## src/rtl/wide_add_sequencer.sv

```systemverilog


module wide_add_sequencer #(
  parameter int NWORDS = 4
) (
  input  logic                  clk,
  input  logic                  rst_n,
  input  logic                  start,
  input  logic                  sub,
  input  logic                  cin,
  input  logic [32*NWORDS-1:0]  op_a,
  input  logic [32*NWORDS-1:0]  op_b,
  output logic [31:0]           add_a,
  output logic [31:0]           add_b,
  output logic                  add_cin,
  input  logic [31:0]           add_sum,
  input  logic                  add_cout,
  output logic                  busy,
  output logic                  done,
  output logic [32*NWORDS-1:0]  result,
  output logic                  cout
);
  localparam int KW = NWORDS > 1 ? $clog2(NWORDS) : 1;
  localparam logic [KW-1:0] KLAST = KW'(NWORDS - 1);
  typedef enum logic [1:0] {IDLE, RUN, DONE} state_t;
  state_t state, state_nx;
  logic [NWORDS-1:0][31:0] a_q, b_q, res_q;
  logic sub_q, carry, accept, last;
  logic [KW-1:0] k;
  assign busy    = state == RUN;
  assign done    = state == DONE;
  assign result  = res_q;
  assign add_a   = busy ? a_q[k] : '0;
  assign add_b   = busy ? b_q[k] ^ {32{sub_q}} : '0;
  assign add_cin = busy & carry;
  // Start is honoured only between operations; the last word hands over to DONE.
  always_comb begin
    accept   = start && (state == IDLE || state == DONE);
    last     = busy && k == KLAST;
    state_nx = accept ? RUN : last ? DONE : busy ? RUN : IDLE;
  end
  // State register.
  always_ff @(posedge clk or negedge rst_n)
    if (!rst_n) state <= IDLE;
    else state <= state_nx;
  // Operand latch on accept, then one result word and carry per RUN cycle.
  always_ff @(posedge clk or negedge rst_n)
    if (!rst_n) begin
      a_q   <= '0;
      b_q   <= '0;
      sub_q <= 1'b0;
      carry <= 1'b0;
      res_q <= '0;
      k     <= '0;
      cout  <= 1'b0;
    end else if (accept) begin
      a_q   <= op_a;
      b_q   <= op_b;
      sub_q <= sub;
      carry <= sub | cin;
      res_q <= '0;
      k     <= '0;
    end else if (busy) begin
      res_q[k] <= add_sum;
      carry    <= add_cout;
      k        <= last ? '0 : k + KW'(1);
      if (last) cout <= add_cout;
    end
endmodule

```

## config.mk

```make
export PLATFORM = sky130hd
export DESIGN_NAME = wide_add_sequencer
export DESIGN_NICKNAME = d
export VERILOG_FILES = /design/src/rtl/wide_add_sequencer.sv
export SDC_FILE = /design/constraint.sdc
export NUM_CORES = 1
export LEC_CHECK = 0
export ABC_AREA = 1
export CAP_MARGIN = 40
export CORE_MARGIN = 5
export CORE_UTILIZATION = 45
export CTS_BUF_LIST = sky130_fd_sc_hd__clkbuf_4
export CTS_CLUSTER_DIAMETER = 50
export DETAILED_ROUTE_END_ITERATION = 10
export PLACE_DENSITY = 0.76
export SLEW_MARGIN = 20
export SYNTH_ARGS = -nofsm -noshare
export SYNTH_HDL_FRONTEND = slang
export SYNTH_SLANG_ARGS = --single-unit
```

## constraint.sdc

```tcl
create_clock -name clk -period 1.87 [get_ports clk]
set_input_delay 0.561 -clock clk [delete_from_list [all_inputs] [get_ports clk]]
set_output_delay 0.561 -clock clk [all_outputs]
set_load 0.05 [all_outputs]
```

==> results.toml, run 1 <==
[run_status]
run_status = "complete, but fails checks"
violated_checks = "setup timing"

[synth]
synth_cell_types = 20
netlist_area_sq_mm = 0.0173
synth.largest_area_cell = "dfrtp_1"
syn-mean-instance-area_sq_um = 7.95
synth.cells.most_frequent = "nand2_1 (965), dfrtp_1 (391), nand3_1 (224)"
synth-seq-cells = 391
synth-seq-area-share = 0.565
number_of_synthesized_flops_with_an_enable_pin = 0
syn-num-nets = 2479
synthMostInstantiatedCell = "nand2_1"
synth.yosys.warnings = 0
ys_dominant_reg_cell = "dfrtp_1"
post_synth_inst_count = 2181
async_reset_ff_frac = 1.00
netlist_top_cells_area = "dfrtp_1 (56%), nand2_1 (21%), nand3_1 (6.5%)"
synth_top_area_frac = 0.565

[final_layout]
area_growth_syn_to_layout_pct = 54.1
postLayoutCoreUtil = 0.706
instances_no_fill = 3341
finish.instance_area_sq_mm = 0.0267
final_nets = 3054
post_route_cells_drive_above_1_share = 0.215

[placement]
dpl.cell_count = 3126
dpl_worst_slack_ps = -277
place_hpwl_microns = 42700
placed_cell_area_sq_mm = 0.0244
place.gp.congestion = 0.877
port-buffer-count = 489

[power]
post-layout-total-power_mw = 57.6
power.static_leakage_nw = 13.0
cellPowerDensity_mw_per_mm2 = 2160
ir_drop_uv = 1540

[clock_tree]
max-clock-path-buffers = 3
clk_root_buffer_cell = "clkbuf_4"
numCtsBuffers = 102
clk_pin_slew_worst_paths_ps = 60
number_of_levels_the_h_tree_was_split_into = 3
cts_num_sinks = 391
source_to_sink_clock_delay_at_the_later_pin_of_the_worst_skew_pair_ps = 800
tritoncts = "built"

[setup_path]
critPathLaunchType = "register"
critical_path_required_ps = 1310
r2r-start = "k[0]"
worst-endpoint-arrival_ps = 2350
endpoint = "add_b[5]"
startpoint = "k[0]"
critical_path.endpoint_type = "primary output"
timing.setup.critical_path_class = "reg -> out"
r2r_cells = 7
crit_path_max_fanout = 15
worst_r2r_endpoint = "result[109]"
regToRegSetupSlack_ps = 90

[detailed_routing]
initialDrtViolationCount = 1211
postRouteWirelength_microns = 63500
dr_total_vias = 17700
vias_per_cell = 5.29
antenna_left = 0
route.detailed.wl_per_inst_microns = 19.0
remaining_drc_errors = 0
drt-pass1-iter-count = 5

[grt]
grt_first_pass_wirelength_microns = 97900
antenna_found_initial = 6
global_route.overflow_total = 0
vias_in_the_first_global_route = 18100
grt_start_max_net_pins = 66
grt_use_total = 0.292

[timing]
timing.final.crit_period_ps = 2910
setup_slack_ps = -1040
timing.max_slew.rel_slack = 0.707
fmaxAchievable_mhz = 343
tightest_slew_ps = 440
hold_viol = 0
final-max-slew-violation-count = 0
unrepaired_setup_endpoints_after_global_routing = "true"
final-setup-viol-count = 196
timing.clock.skew_ps = 49.6
fin_crit_sh = 1.56

[floorplan]
core_area_sq_mm = 0.0378
die_width_microns = 206
die_area_sq_mm = 0.0425
chipHeight_microns = 206
core.rowCount = 71
io_pins = 490
initial_core_util = 0.458

[job]
cap_violations = 0

[worst_hold_path]
worst_hold_path_type = "in -> async"
==> cell families (layout without fill, tap and decap cells) <==
family	count (synthesis)	count (layout)	share of synthesized area
AO/OA/AOI/OAI	264	264	0.0764
flip-flops	391	391	0.565
AND/OR/NAND/NOR	1357	1357	0.312
other	0	6	0
buffers and inverters	165	808	0.0445
adder cells (fa/ha/maj)	4	4	0.00289
==> power breakdown <==
| group | switching [mW] | total [mW] | leakage, nW | internal, mW |
|---|---|---|---|---|
| sequential | 2.53 | 14.8 | 4.96 | 12.3 |
| combinational | 21.5 | 35.4 | 7.29 | 13.9 |
| clock | 3.61 | 7.34 | 0.731 | 3.74 |
==> critical path, cell delays in order (launching register included) <==
cell and delay (ps):
dfrtp_4 530, inv_6 180, buf_12 180, nand2_1 60, nand3_1 140, nand3_1 120, nand2_1 140, nor2_4 50
buf_12 140
==> cells in the final DEF (no fill, tap or decap), types with 2 or more instances in the layout <==
cell             Yosys  final
buf_4                3     87
dfrtp_2              0      2
inv_6                0      5
clkinv_1             0     17
inv_1                7      5
clkinvlp_4           0      4
dfrtp_1            391    388
buf_6                2    130
nor2_1             162    117
buf_16               0      3
o21ai_1             86    132
clkdlybuf4s50_1      0    292
a21oi_4              0     32
clkbuf_4             0    147
a21oi_1             64     20
nand2_2              2      2
ha_1                 4      4
clkbuf_16            0      3
nand2_4              2      3
buf_8                0      2
buf_12               0    108
nor2_4               0     38
nor2_2               1      8
nand2_1            965    964
o21ai_2              0     15
nand3_1            224    223
diode_2              0      6
o21ai_0            113     52
a21oi_2              0     12
==> registers in the layout, summed over array words and instances, names as in the netlist <==
name    flops
cout        1
a_q       128
carry       1
sub_q       1
state       2
result    128
k           2
b_q       128
==> final cells by class <==
cell class	count	area [sq um]
Clock inverter	25	150
Antenna cell	6	15.0
Clock buffer	147	1100
Timing Repair Buffer	626	7400
Fill cell	2804	11100
Sequential cell	391	9790
Tap cell	511	639
Multi-Input combinational cell	1625	7550
Inverter	10	60.1
==> worst min path at each step <==
stage,end,depth (start not counted),slack (ps),start
after floorplan,a_q[0],0,270,rst_n
after global placement,a_q[54],2,450,a_q[54]
after detailed placement,a_q[37],2,450,a_q[37]
after CTS,b_q[65],2,190,rst_n
after global routing,b_q[65],2,210,rst_n
final,b_q[65],2,260,rst_n
==> per-layer routing <==
metal  share of wire  vias up  track usage
met2            0.48      877        0.468
met1            0.38     8449        0.363
met3           0.093      167       0.0876
met4           0.046        0        0.141
met5               0        -            0
li1                -     8184            -
==> per-stage QoR <==
step	setup TNS, ps	hold WS [ps]
final	-71610	260
after global routing	-94530	213
after CTS	-86120	188
after detailed placement	-90020	453
after global placement	-78270	449
after floorplan	-356	265
==> timing repair <==
item / 4_1_cts / 5_1_grt
gates resized for setup: 195 / 19
pin swaps: 1 / 2
setup endpoints to repair: 196 / 197
cloned: 2 / 3
buffers inserted: 30 / 1
hold buffers: 1 / 0
endpoints found under the hold margin: 152 / 0
No activity file was read; power rests on OpenSTA's default activity.
==> run 2, diff against run 1 <==
--- a/config.mk
+++ b/config.mk
@@ -7,12 +7,14 @@
 export LEC_CHECK = 0
 export ABC_AREA = 1
 export CAP_MARGIN = 40
+export CELL_PAD_IN_SITES_DETAIL_PLACEMENT = 0
+export CELL_PAD_IN_SITES_GLOBAL_PLACEMENT = 1
 export CORE_MARGIN = 5
-export CORE_UTILIZATION = 45
+export CORE_UTILIZATION = 36
 export CTS_BUF_LIST = sky130_fd_sc_hd__clkbuf_4
 export CTS_CLUSTER_DIAMETER = 50
 export DETAILED_ROUTE_END_ITERATION = 10
-export PLACE_DENSITY = 0.76
+export PLACE_DENSITY_LB_ADDON = 0.1
 export SLEW_MARGIN = 20
 export SYNTH_ARGS = -nofsm -noshare
 export SYNTH_HDL_FRONTEND = slang
==> run 2 against run 1 <==
Effect of this change:
- core utilization decreased by 13 points
- sequential share of layout area decreased by 1.2 points
- design area increased by 3.4%
- the flow still finishes with violations (setup timing)
- first-iteration DRC count decreased by 3.5%
- setup slack improved by 15 ps
- critical path depth unchanged
- fmax increased by 0.51%
- clock skew decreased by 15 ps
==> results.toml, run 2 (synthesized netlist as in run 1, its figures left out) <==
[run_status]
run_status = "complete, but fails checks"
violated_checks = "setup timing"

[clock_tree]
tritoncts = "built"
numCtsBuffers = 109
max-clock-path-buffers = 3
number_of_levels_the_h_tree_was_split_into = 3
cts_num_sinks = 391
clk_root_buffer_cell = "clkbuf_4"
clk_pin_slew_worst_paths_ps = 80
source_to_sink_clock_delay_at_the_later_pin_of_the_worst_skew_pair_ps = 860

[detailed_routing]
drt-pass1-iter-count = 7
dr_total_vias = 17100
initialDrtViolationCount = 1169
remaining_drc_errors = 0
postRouteWirelength_microns = 65600
vias_per_cell = 4.95
route.detailed.wl_per_inst_microns = 18.9
antenna_left = 0

[placement]
port-buffer-count = 489
place.gp.congestion = 0.842
place_hpwl_microns = 45300

[setup_path]
r2r-start = "k[0]"
timing.setup.critical_path_class = "reg -> out"
critPathLaunchType = "register"
critical_path_required_ps = 1310
critical_path.endpoint_type = "primary output"
worst_r2r_endpoint = "result[98]"
crit_path_max_fanout = 6
regToRegSetupSlack_ps = 90
worst-endpoint-arrival_ps = 2340
r2r_cells = 7

[power]
ir_drop_uv = 1450
cellPowerDensity_mw_per_mm2 = 2130
power.static_leakage_nw = 13.3

[worst_hold_path]
worst_hold_path_type = "in -> async"

[grt]
grt_first_pass_wirelength_microns = 99200
globalRouteMet3Util = 0.0794
busiest_layer = "met2"
grt_start_max_net_pins = 91
grtUsageMet1 = 0.309
global_route.overflow_total = 0
globalRouteMet2Util = 0.377
grt_use_total = 0.237
antenna_found_initial = 6
vias_in_the_first_global_route = 17200

[timing]
fmaxAchievable_mhz = 345
timing.clock.skew_ps = 34.8
tightest_slew_ps = 539
final-max-slew-violation-count = 0
unrepaired_setup_endpoints_after_global_routing = "true"
fin_setup_tns_ps = -74890
final-setup-viol-count = 196
timing.final.crit_period_ps = 2900
hold_viol = 0
fin_crit_sh = 1.55
setup_slack_ps = -1030
timing.max_slew.rel_slack = 0.641

[floorplan]
die_width_microns = 229
core_area_sq_mm = 0.0476
io_pins = 490
die_area_sq_mm = 0.0526
core.rowCount = 80
initial_core_util = 0.364
chipHeight_microns = 229

[final_layout]
area_growth_syn_to_layout_pct = 59.4
layout_commonest_cell = "nand2_1"
postLayoutCoreUtil = 0.580
mostFrequentLayoutCells = "nand2_1 (925), dfrtp_1 (388), clkdlybuf4s50_1 (292)"
post_route_cells_drive_above_1_share = 0.256
final_nets = 3071

[job]
cap_violations = 0
[run 2: repair_timing]
item | 4_1_cts | 5_1_grt
hold buffers | 1 | 0
cloned | 0 | 5
resized for setup | 101 | 224
setup buffers | 0 | 37
endpoints found under the setup margin | 196 | 219
hold endpoints to repair | 363 | 0
pin swaps | 6 | 28
[run 2: power by group]
part | switching (mW) | internal [mW]
sequential | 2.54 | 12.3
clock | 3.69 | 4.03
combinational | 21.8 | 14.5
[run 2: worst max-delay path, stage by stage, from the launching register on]
cell	delay, ps
dfrtp_4	540
buf_6	160
clkbuf_16	170
nand2_1	80
nand3_2	110
nand3_1	120
nand2_2	70
nor2_4	110
buf_12	140
[run 2: how the worst max path moves through the flow]
| stage | from | to | cells past startpoint |
|---|---|---|---|
| 5_1_grt | k[0] | add_b[22] | 6 |
| 3_5_place_dp | k[0] | add_a[5] | 7 |
| 4_1_cts | k[0] | add_a[27] | 5 |
| 6_report | k[0] | add_b[1] | 8 |
| 3_3_place_gp | k[0] | add_a[27] | 7 |
| 2_1_floorplan | k[0] | add_b[28] | 7 |
[run 2: through the flow]
stage | power (mW) | std cells | hold WS [ps] | instance area [sq um] | worst slack (ps)
final | 58.9 | 3461 | 141 | 27600 | -1030
after CTS | 56.9 | 3414 | 39.4 | 26400 | -1130
after floorplan | 34.4 | 2181 | 265 | 18100 | -31.6
after global placement | 47.8 | 3234 | 392 | 24700 | -196
after global routing | 62.5 | 3460 | 41.1 | 27600 | -1210
after detailed placement | 48.2 | 3234 | 393 | 24700 | -208
[run 2: layer usage]
layer  part of all wire  vias to the layer above
li1                   -                     8216
met1               0.42                     8216
met2               0.48                      582
met3              0.078                      104
met4              0.025                        2
met5            0.00031                        -
[run 2: final cells by class]
class | count | area, sq um
Tap cell | 615 | 769
Timing Repair Buffer | 636 | 7670
Clock buffer | 155 | 1160
Clock inverter | 24 | 153
Multi-Input combinational cell | 1625 | 7990
Sequential cell | 391 | 9790
Fill cell | 4326 | 20000
Inverter | 10 | 62.6
Antenna cell | 5 | 12.5
